==> config.mk <==
export PLATFORM = sky130hd
export DESIGN_NAME = serial_subtractor_flat
export DESIGN_NICKNAME = d
export VERILOG_FILES = /design/src/rtl/sub_pkg.sv /design/src/rtl/serial_subtractor_if.sv /design/src/rtl/full_subtractor_bit.sv /design/src/rtl/serial_subtractor.sv /design/src/flat_wrapper.sv
export SDC_FILE = /design/constraint.sdc
export NUM_CORES = 1
export LEC_CHECK = 0
export ABC_AREA = 1
export CORE_MARGIN = 4
export CORE_UTILIZATION = 47
export CTS_BUF_LIST = sky130_fd_sc_hd__clkbuf_8 sky130_fd_sc_hd__clkbuf_16
export CTS_CLUSTER_DIAMETER = 50
export CTS_CLUSTER_SIZE = 28
export DETAILED_ROUTE_END_ITERATION = 12
export GPL_TIMING_DRIVEN = 0
export PLACE_DENSITY = 0.75
export SYNTH_ARGS = -nofsm -noshare
export SYNTH_HDL_FRONTEND = slang
export SYNTH_SLANG_ARGS = --single-unit
==> constraint.sdc <==
create_clock -name clk -period 1.4 [get_ports clk]
set_input_delay 0.28 -clock clk [delete_from_list [all_inputs] [get_ports clk]]
set_output_delay 0.28 -clock clk [all_outputs]
set_load 0.005 [all_outputs]
==> src/rtl/sub_pkg.sv <==
// Shared types for the bit-serial subtractor: FSM state encoding and default width.
package sub_pkg;

    localparam int DEFAULT_WIDTH = 8;

    typedef enum logic [1:0] {
        ST_IDLE = 2'd0,
        ST_RUN  = 2'd1,
        ST_DONE = 2'd2
    } state_t;

endpackage

==> src/rtl/serial_subtractor_if.sv <==
// Start/busy/done request bundle between a requester (master) and the serial subtractor (slave).
interface serial_subtractor_if
    import sub_pkg::*;
#(
    parameter int WIDTH = DEFAULT_WIDTH
) ();

    // start is sampled only in IDLE; a/b are captured on that accepting edge and may change
    // afterwards. busy is high during RUN, done pulses one cycle when diff/flags update, and
    // results hold until the next completed operation. Starts during RUN/DONE are dropped.
    logic             start;
    logic [WIDTH-1:0] a;
    logic [WIDTH-1:0] b;
    logic             busy;
    logic             done;
    logic [WIDTH-1:0] diff;
    logic             borrow;
    logic             overflow;
    logic             zero;
    state_t           dbg_state;

    modport master (
        output start, a, b,
        input  busy, done, diff, borrow, overflow, zero, dbg_state
    );

    modport slave (
        input  start, a, b,
        output busy, done, diff, borrow, overflow, zero, dbg_state
    );

endinterface

==> src/rtl/full_subtractor_bit.sv <==
// One-bit full subtractor cell: d = x - y - bin, bout is the borrow out.
module full_subtractor_bit (
    input  logic x,
    input  logic y,
    input  logic bin,
    output logic d,
    output logic bout
);

    assign d    = x ^ y ^ bin;
    assign bout = (~x & y) | (~(x ^ y) & bin);

endmodule

==> src/rtl/serial_subtractor.sv <==
// Bit-serial A - B, LSB first, one bit per clock through a single registered borrow.
module serial_subtractor
    import sub_pkg::*;
#(
    parameter int WIDTH = DEFAULT_WIDTH
) (
    input  logic                clk,
    input  logic                rst_n,
    serial_subtractor_if.slave  bus
);

    localparam int CNT_W = $clog2(WIDTH);

    state_t             r_state;
    logic [WIDTH-1:0]   r_a_sh;
    logic [WIDTH-1:0]   r_b_sh;
    logic [WIDTH-2:0]   r_res_sh;
    logic [CNT_W-1:0]   r_cnt;
    logic               r_br;
    logic               r_a_msb;
    logic               r_b_msb;
    logic               r_busy;
    logic               r_done;
    logic [WIDTH-1:0]   r_diff;
    logic               r_borrow;
    logic               r_overflow;
    logic               r_zero;

    logic               w_d;
    logic               w_bout;
    logic [WIDTH-1:0]   w_res_next;
    logic               w_last;

    full_subtractor_bit u_bit (
        .x    (r_a_sh[0]),
        .y    (r_b_sh[0]),
        .bin  (r_br),
        .d    (w_d),
        .bout (w_bout)
    );

    // The result register only keeps WIDTH-1 bits; the newest bit completes the word.
    assign w_res_next = {w_d, r_res_sh};
    assign w_last     = (r_cnt == CNT_W'(WIDTH - 1));

    always_ff @(posedge clk or negedge rst_n) begin
        if (!rst_n) begin
            r_state    <= ST_IDLE;
            r_a_sh     <= '0;
            r_b_sh     <= '0;
            r_res_sh   <= '0;
            r_cnt      <= '0;
            r_br       <= 1'b0;
            r_a_msb    <= 1'b0;
            r_b_msb    <= 1'b0;
            r_busy     <= 1'b0;
            r_done     <= 1'b0;
            r_diff     <= '0;
            r_borrow   <= 1'b0;
            r_overflow <= 1'b0;
            r_zero     <= 1'b0;
        end else begin
            case (r_state)
                ST_IDLE: begin
                    if (bus.start) begin
                        r_a_sh   <= bus.a;
                        r_b_sh   <= bus.b;
                        r_a_msb  <= bus.a[WIDTH-1];
                        r_b_msb  <= bus.b[WIDTH-1];
                        r_res_sh <= '0;
                        r_br     <= 1'b0;
                        r_cnt    <= '0;
                        r_busy   <= 1'b1;
                        r_state  <= ST_RUN;
                    end
                end
                ST_RUN: begin
                    r_a_sh   <= r_a_sh >> 1;
                    r_b_sh   <= r_b_sh >> 1;
                    r_res_sh <= w_res_next[WIDTH-1:1];
                    r_br     <= w_bout;
                    if (w_last) begin
                        r_diff     <= w_res_next;
                        r_borrow   <= w_bout;
                        r_overflow <= (r_a_msb ^ r_b_msb) & (w_d ^ r_a_msb);
                        r_zero     <= (w_res_next == '0);
                        r_busy     <= 1'b0;
                        r_done     <= 1'b1;
                        r_state    <= ST_DONE;
                    end else begin
                        r_cnt <= r_cnt + 1'b1;
                    end
                end
                ST_DONE: begin
                    r_done  <= 1'b0;
                    r_state <= ST_IDLE;
                end
                default: begin
                    r_busy  <= 1'b0;
                    r_done  <= 1'b0;
                    r_state <= ST_IDLE;
                end
            endcase
        end
    end

    assign bus.busy      = r_busy;
    assign bus.done      = r_done;
    assign bus.diff      = r_diff;
    assign bus.borrow    = r_borrow;
    assign bus.overflow  = r_overflow;
    assign bus.zero      = r_zero;
    assign bus.dbg_state = r_state;

endmodule

==> src/flat_wrapper.sv <==
// flat-port wrapper written by rule: the top's interface ports become plain ports
module serial_subtractor_flat import sub_pkg::*;
#(
    parameter int WIDTH = DEFAULT_WIDTH
)
  (clk, rst_n, bus_start, bus_a, bus_b, bus_busy, bus_done, bus_diff, bus_borrow, bus_overflow, bus_zero, bus_dbg_state);
  serial_subtractor_if #(.WIDTH(WIDTH)) bus_i ();
  input  logic clk;
  input  logic rst_n;
  input wire logic [$bits(bus_i.start)-1:0] bus_start;
  input wire logic [$bits(bus_i.a)-1:0] bus_a;
  input wire logic [$bits(bus_i.b)-1:0] bus_b;
  output wire logic [$bits(bus_i.busy)-1:0] bus_busy;
  output wire logic [$bits(bus_i.done)-1:0] bus_done;
  output wire logic [$bits(bus_i.diff)-1:0] bus_diff;
  output wire logic [$bits(bus_i.borrow)-1:0] bus_borrow;
  output wire logic [$bits(bus_i.overflow)-1:0] bus_overflow;
  output wire logic [$bits(bus_i.zero)-1:0] bus_zero;
  output wire logic [$bits(bus_i.dbg_state)-1:0] bus_dbg_state;
  assign bus_i.start = bus_start;
  assign bus_i.a = bus_a;
  assign bus_i.b = bus_b;
  assign bus_busy = bus_i.busy;
  assign bus_done = bus_i.done;
  assign bus_diff = bus_i.diff;
  assign bus_borrow = bus_i.borrow;
  assign bus_overflow = bus_i.overflow;
  assign bus_zero = bus_i.zero;
  assign bus_dbg_state = bus_i.dbg_state;
  serial_subtractor #(.WIDTH(WIDTH)) u_core (.clk(clk), .rst_n(rst_n), .bus(bus_i));
endmodule
==> results of run 1 <==
[power by group through the flow]
stage / clock [mW] / sequential, mW / combinational, mW
after floorplan: 0 / 2.13 / 1.45
after global placement: 0 / 2.15 / 2.23
after detailed placement: 0 / 2.18 / 2.30
after CTS: 0.763 / 2.12 / 2.31
after global routing: 0.829 / 2.21 / 2.74
final: 0.746 / 2.13 / 2.41
[state kept, by name, summed over array words and instances (netlist names), 2 cells and up]
register	cells
u_core.r_a_sh	8
u_core.bus.diff	8
u_core.r_b_sh	8
u_core.r_cnt	3
u_core.r_res_sh	7
u_core.bus.dbg_state	2
[routing by layer]
metal	part of all wire	up-vias	track usage
met5	0	-	0
met4	0.015	0	0.0668
met3	0.035	4	0.0429
met2	0.48	30	0.280
met1	0.47	776	0.228
li1	-	830	-
[logic make-up (layout without fill, tap and decap cells)]
kind of cell             after synthesis  after routing  synth area share
buffers and inverters                 26             76            0.0594
AO/OA/AOI/OAI                         22             22            0.0620
AND/OR/NAND/NOR                      135            135             0.287
adder cells (fa/ha/maj)                3              3            0.0233
flip-flops                            44             44             0.568
[per-stage QoR]
step / TNS (ns) / util / area (um^2)
after global routing: -0.140 / 0.628 / 2510
after floorplan: 0 / - / 1940
after CTS: 0 / 0.616 / 2460
final: 0 / 0.628 / 2510
after global placement: -50.08 / 0.582 / 2330
after detailed placement: -1.78 / 0.586 / 2340
[critical path, cell delays in order, from the launching register on]
cell and delay (ns):
sky130_fd_sc_hd__dfrtp_1 0.36, sky130_fd_sc_hd__inv_2 0.05, sky130_fd_sc_hd__fa_1 0.60, sky130_fd_sc_hd__inv_2 0.07
sky130_fd_sc_hd__o21ai_2 0.11, sky130_fd_sc_hd__nand3_1 0.07, sky130_fd_sc_hd__nand2_1 0.06
[what timing repair did]
item / CTS / global route
buffers inserted: 6 / 2
gates resized for setup: 18 / 16
pin swaps: 1 / 6
hold endpoints to repair: 17 / 0
hold buffers: 1 / 0
setup endpoints to repair: 16 / 35
[cell type report]
| type | count | area, um^2 | share of cell area |
|---|---|---|---|
| inverters | 16 | 62.6 | 0.0249 |
| repair buffers | 43 | 397 | 0.158 |
| plain buffers | 10 | 72.6 | 0.0289 |
| well taps | 50 | 62.6 | 0.0249 |
| multi-input cells | 160 | 733 | 0.292 |
| clock inverters | 2 | 12.5 | 0.00498 |
| flip-flops and latches | 44 | 1100 | 0.439 |
| clock buffers | 5 | 68.8 | 0.0274 |
[Yosys cell counts]
| library cell | instances | area (um^2) |
|---|---|---|
| sky130_fd_sc_hd__nand2_1 | 101 | 379 |
| sky130_fd_sc_hd__dfrtp_1 | 44 | 1100 |
| sky130_fd_sc_hd__nand3_1 | 21 | 105 |
| sky130_fd_sc_hd__inv_1 | 14 | 52.6 |
| sky130_fd_sc_hd__o21ai_1 | 9 | 45.0 |
| sky130_fd_sc_hd__buf_2 | 8 | 40.0 |
| sky130_fd_sc_hd__o22ai_1 | 8 | 50.1 |
| sky130_fd_sc_hd__nor2_1 | 6 | 22.5 |
| sky130_fd_sc_hd__o21ai_0 | 5 | 25.0 |
| sky130_fd_sc_hd__nand2_2 | 3 | 18.8 |
| sky130_fd_sc_hd__buf_4 | 2 | 15.0 |
| sky130_fd_sc_hd__ha_1 | 2 | 25.0 |
| sky130_fd_sc_hd__inv_2 | 2 | 7.51 |
| sky130_fd_sc_hd__nand4_1 | 2 | 12.5 |
| sky130_fd_sc_hd__fa_1 | 1 | 20.0 |
| sky130_fd_sc_hd__nor2_2 | 1 | 6.26 |
| sky130_fd_sc_hd__nor2_4 | 1 | 11.3 |
[final timing paths]
| path | start | depth (start not counted) | end | slack [ns] |
|---|---|---|---|---|
| worst max-delay path | u_core.r_b_sh[0] | 6 | u_core.bus.overflow | 0.04 |
| max in group asynchronous | rst_n | 3 | u_core.r_a_sh[4] | 0.46 |
| min in group clk | u_core.bus.overflow | 2 | u_core.bus.overflow | 0.49 |
| worst min register to register | u_core.bus.overflow | 2 | u_core.bus.overflow | 0.49 |
| worst max register to register | u_core.r_b_sh[0] | 6 | u_core.bus.overflow | 0.04 |
| worst min-delay path | rst_n | 2 | u_core.bus.diff[4] | 0.45 |
==> flow_summary.json, run 1 <==
{
  "timing.final.max_slew_violations": 0,
  "required_time_of_the_critical_path_ns": 1.63,
  "timing_worst_slew_pin_value_ns": 0.425,
  "critical_path_arrival_ns": 1.60,
  "die_x_um": 72.2,
  "power_frac_comb": 0.455,
  "track_usage": 0.174,
  "postSynthAreaPerCell_um2": 8.42,
  "average_via_count_per_standard_cell": 4.97,
  "power_density_mw_per_mm2": 2100,
  "timing.clock.skew_ns": 0.00587,
  "cp-end-kind": "flop",
  "pin_count_of_the_biggest_net_entering_global_routing": 28,
  "area_growth_pct": 29.7,
  "finalCriticalPeriod_ns": 1.36,
  "yosys_warn_count": 0,
  "portBuffers": 33,
  "diodes": 0,
  "antenna_violating_nets_remaining": 0,
  "place.detailed.instances": 314,
  "synth_seq_area_share": 0.568,
  "synth_cells": 230,
  "cts.path.max_buffers": 2,
  "critical_path.max_fanout": 3,
  "synth_fp_nets": 252,
  "clockRootBuffer": "sky130_fd_sc_hd__clkbuf_8",
  "grt.overflow.total": 0,
  "fin_total_pwr_mw": 5.29,
  "post_drt_wl_per_cell_um": 12.3,
  "unique_cell_type_count_in_the_yosys_netlist": 17,
  "placement_rows": 23,
  "rsz0062_at_grt": "true",
  "most-common-layout-cells": "101 x sky130_fd_sc_hd__nand2_1, 42 x sky130_fd_sc_hd__dfrtp_1, 21 x sky130_fd_sc_hd__nand3_1",
  "hold_ws_ns": 0.450,
  "leakage_power_of_the_design_nw": 1.34,
  "max_slew_margin_vs_limit": 0.717,
  "run_status": "completed",
  "worstHoldPathType": "in2async",
  "final_hold_viol_count": 0,
  "finish.cell_count_without_fillers": 330,
  "post_route_cells_drive_above_1_share": 0.150,
  "cts_inserted_buffers": 5,
  "p_int_mw": 3.25,
  "max_cap_violations": 0,
  "initial_utilization": 0.484,
  "cts_tree": "done",
  "critPathKind": "reg2reg",
  "die_height_um": 72.2,
  "grt_antenna_before_repair": 0,
  "hpwlAfterDp_um": 2950,
  "layout_commonest_cell": "sky130_fd_sc_hd__nand2_1",
  "detailedRoute.firstPassIterationCount": 4,
  "reported_net_switching_power_mw": 2.04,
  "gp_congestion": 0.742,
  "seq_power_share": 0.404,
  "max-vdd-ir-drop_mv": 1.03,
  "fillCellCount": 359,
  "routed_wl_um": 4070,
  "via_count_of_the_first_global_routing_pass": 1604,
  "fp.dieArea_mm2": 0.00521,
  "numClockSinks": 44,
  "ratio_of_final_minimum_period_to_clock_period": 0.974,
  "grt_pass1_wl_um": 7090,
  "timing.fmax_mhz": 733,
  "maximum_level_of_the_cts_h_tree": 2,
  "setup-violations-final": 0,
  "fin_ws_ns": 0.0359,
  "routed-via-count": 1640,
  "first_iter_violations": 86,
  "worst_setup_hold_path_clk_slew_ns": 0.08,
  "ios": 34,
  "yosys_register_bits": 44,
  "placeableCoreArea_mm2": 0.00400,
  "worst_setup_path_start_kind": "flop",
  "nets": 302,
  "share_clk_of_total_power": 0.141,
  "drcViolationCount": 0,
  "power.share.switching": 0.386,
  "pre_cts_setup_slack_ns": -0.116,
  "syn_area_mm2": 0.00194,
  "clkLatencyLatePin_ns": 0.29
}
(Power assumes the default switching activity.)
==> inputs of run 2 (changes only) <==
--- a/config.mk
+++ b/config.mk
@@ -9,7 +9,7 @@
 export CORE_MARGIN = 4
 export CORE_UTILIZATION = 47
 export CTS_BUF_LIST = sky130_fd_sc_hd__clkbuf_8 sky130_fd_sc_hd__clkbuf_16
-export CTS_CLUSTER_DIAMETER = 50
+export CTS_CLUSTER_DIAMETER = 40
 export CTS_CLUSTER_SIZE = 28
 export DETAILED_ROUTE_END_ITERATION = 12
 export GPL_TIMING_DRIVEN = 0
==> results of run 2 <==
No change in the layout: final DEF, timing and power equal those of run 1.
==> inputs of run 3 (changes only) <==
--- a/config.mk
+++ b/config.mk
@@ -7,13 +7,14 @@
 export LEC_CHECK = 0
 export ABC_AREA = 1
 export CORE_MARGIN = 4
-export CORE_UTILIZATION = 47
+export CORE_UTILIZATION = 52
 export CTS_BUF_LIST = sky130_fd_sc_hd__clkbuf_8 sky130_fd_sc_hd__clkbuf_16
 export CTS_CLUSTER_DIAMETER = 40
 export CTS_CLUSTER_SIZE = 28
 export DETAILED_ROUTE_END_ITERATION = 12
 export GPL_TIMING_DRIVEN = 0
-export PLACE_DENSITY = 0.75
+export PLACE_DENSITY = 0.84
+export SLEW_MARGIN = 20
 export SYNTH_ARGS = -nofsm -noshare
 export SYNTH_HDL_FRONTEND = slang
 export SYNTH_SLANG_ARGS = --single-unit
==> constraint.sdc (replaced) <==
create_clock -name clk -period 1.37 [get_ports clk]
set_input_delay 0.274 -clock clk [delete_from_list [all_inputs] [get_ports clk]]
set_output_delay 0.274 -clock clk [all_outputs]
set_load 0.005 [all_outputs]
==> run 3 against run 2 <==
  * Critical path type unchanged
  * Clock power increased by 3.6%
  * Count of clock-buffer cells in the layout unchanged
  * Fmax increased by 0.59%
  * Routed wire length increased by 1.6%
  * Global-route usage increased by 0.75 points
  * Critical endpoint is now u_core.bus.zero
  * Critical path depth increased by 1
  * Highest routed layer unchanged
  * Utilization increased by 10 points
  * Combinational power increased by 4%
  * Worst hold slack got worse by 0.033 ns
==> flow_summary.json, run 3 (synthesis gave the netlist of run 1 again) <==
{
  "cts.path.max_buffers": 2,
  "leakage_power_of_the_design_nw": 1.34,
  "average_via_count_per_standard_cell": 5.03,
  "power_density_mw_per_mm2": 2160,
  "critical-path-top-delay-family": "adder cells",
  "max_cap_violations": 0,
  "pin_count_of_the_biggest_net_entering_global_routing": 30,
  "nets": 303,
  "finish.cell_count_without_fillers": 327,
  "timing_worst_slew_pin_value_ns": 0.387,
  "ratio_of_final_minimum_period_to_clock_period": 0.990,
  "max-vdd-ir-drop_mv": 1.13,
  "timing.fmax_mhz": 737,
  "die_height_um": 69.0,
  "cp-end-kind": "flop",
  "critPathKind": "reg2reg",
  "die_x_um": 69.0,
  "initial_utilization": 0.558,
  "run_status": "completed",
  "max_slew_margin_vs_limit": 0.742,
  "routed-via-count": 1644,
  "via_count_of_the_first_global_routing_pass": 1576,
  "detailedRoute.firstPassIterationCount": 5,
  "placeableCoreArea_mm2": 0.00347,
  "ios": 34,
  "timing.clock.skew_ns": 0.00815,
  "antenna_violating_nets_remaining": 0,
  "grt.overflow.total": 0,
  "first_iter_violations": 97,
  "required_time_of_the_critical_path_ns": 1.61,
  "cpMaxStageDelayCell": "sky130_fd_sc_hd__fa_2",
  "cts_inserted_buffers": 5,
  "maximum_level_of_the_cts_h_tree": 2,
  "clkLatencyLatePin_ns": 0.30,
  "grt_pass1_wl_um": 7020,
  "worst_setup_path_start_kind": "flop",
  "finalCriticalPeriod_ns": 1.36,
  "drcViolationCount": 0,
  "crit_buf_inv": 1,
  "most-common-layout-cells": "99 x sky130_fd_sc_hd__nand2_1, 42 x sky130_fd_sc_hd__dfrtp_1, 20 x sky130_fd_sc_hd__nand3_1",
  "post_drt_wl_per_cell_um": 12.6,
  "placement_rows": 21,
  "hold_ws_ns": 0.417,
  "portBuffers": 33,
  "rsz0062_at_grt": "true",
  "area_growth_pct": 30.4,
  "timing.final.max_slew_violations": 0,
  "fin_total_pwr_mw": 5.45,
  "gp_congestion": 0.806,
  "cts_tree": "done",
  "track_usage": 0.182,
  "pre_cts_setup_slack_ns": -0.135,
  "setup.reg_to_reg.worst_slack_ns": 0.01,
  "worst_path_largest_cell_delay_ns": 0.45,
  "critical_path_arrival_ns": 1.60,
  "fp.dieArea_mm2": 0.00477,
  "hpwlAfterDp_um": 2890,
  "critical_path.max_fanout": 3,
  "fin_ws_ns": 0.0139,
  "cp_common_cell": "sky130_fd_sc_hd__nand2_1",
  "place.detailed.instances": 310,
  "clockRootBuffer": "sky130_fd_sc_hd__clkbuf_8",
  "path_cells": "inv_2, fa_2, nor2_1, nand2_1, nor2_1, nand2_1, nand2_1",
  "numClockSinks": 44,
  "grt_antenna_before_repair": 0,
  "worstHoldPathType": "in2async",
  "routed_wl_um": 4130,
  "final_hold_viol_count": 0,
  "layout_commonest_cell": "sky130_fd_sc_hd__nand2_1",
  "post_route_cells_drive_above_1_share": 0.164,
  "setup-violations-final": 0,
  "worst_setup_hold_path_clk_slew_ns": 0.08,
  "diodes": 0
}
run 3: changes by cell type in the layout (fill, tap and decap cells not counted), sizes merged:
cell / before / now
buf: 18 / 19
run 3: metal layers:
layer  track usage  wire length [um]  vias to the layer above
met5             0                 0                        -
met4        0.0803                73                        0
met3        0.0392               197                        7
met2         0.298              2030                       37
met1         0.231              1830                      769
li1              -                 -                      831
run 3: final cells by class:
class | count | area [um^2]
Sequential cell | 44 | 1100
Fill cell | 288 | 942
Multi-Input combinational cell | 160 | 742
Timing Repair Buffer | 44 | 404
Buffer | 10 | 75.1
Clock buffer | 5 | 68.8
Inverter | 16 | 62.6
Tap cell | 46 | 57.6
Clock inverter | 2 | 12.5
run 3: repair_timing:
| action | in CTS | in global routing |
|---|---|---|
| endpoints found under the setup margin | 18 | 36 |
| endpoints found under the hold margin | 15 | 0 |
| hold buffers | 1 | 0 |
| resized for setup | 23 | 14 |
| pin swaps | 3 | 2 |
| buffers inserted | 8 | 1 |
run 3: stage by stage:
stage,instance area (um^2),TNS [ns],utilization
after CTS,2480,-0.0138,0.716
final,2530,0,0.728
after floorplan,1940,0,-
after detailed placement,2340,-2.15,0.675
after global routing,2530,-0.144,0.728
after global placement,2320,-51.45,0.670
run 3: worst paths after layout:
kind,startpoint,to,depth (start not counted)
setup / recovery,u_core.r_b_sh[0],u_core.bus.zero,7
setup reg to reg,u_core.r_b_sh[0],u_core.bus.zero,7
hold reg to reg,u_core.bus.busy,u_core.bus.busy,2
hold / removal,rst_n,u_core.bus.diff[7],2
min in group clk,u_core.bus.busy,u_core.bus.busy,2
max in group asynchronous,rst_n,u_core.r_b_sh[1],3
run 3: report_power, final:
group	switching (mW)	total (mW)	internal, mW
clock network	0.428	0.773	0.345
logic	1.40	2.51	1.12
registers	0.287	2.16	1.88
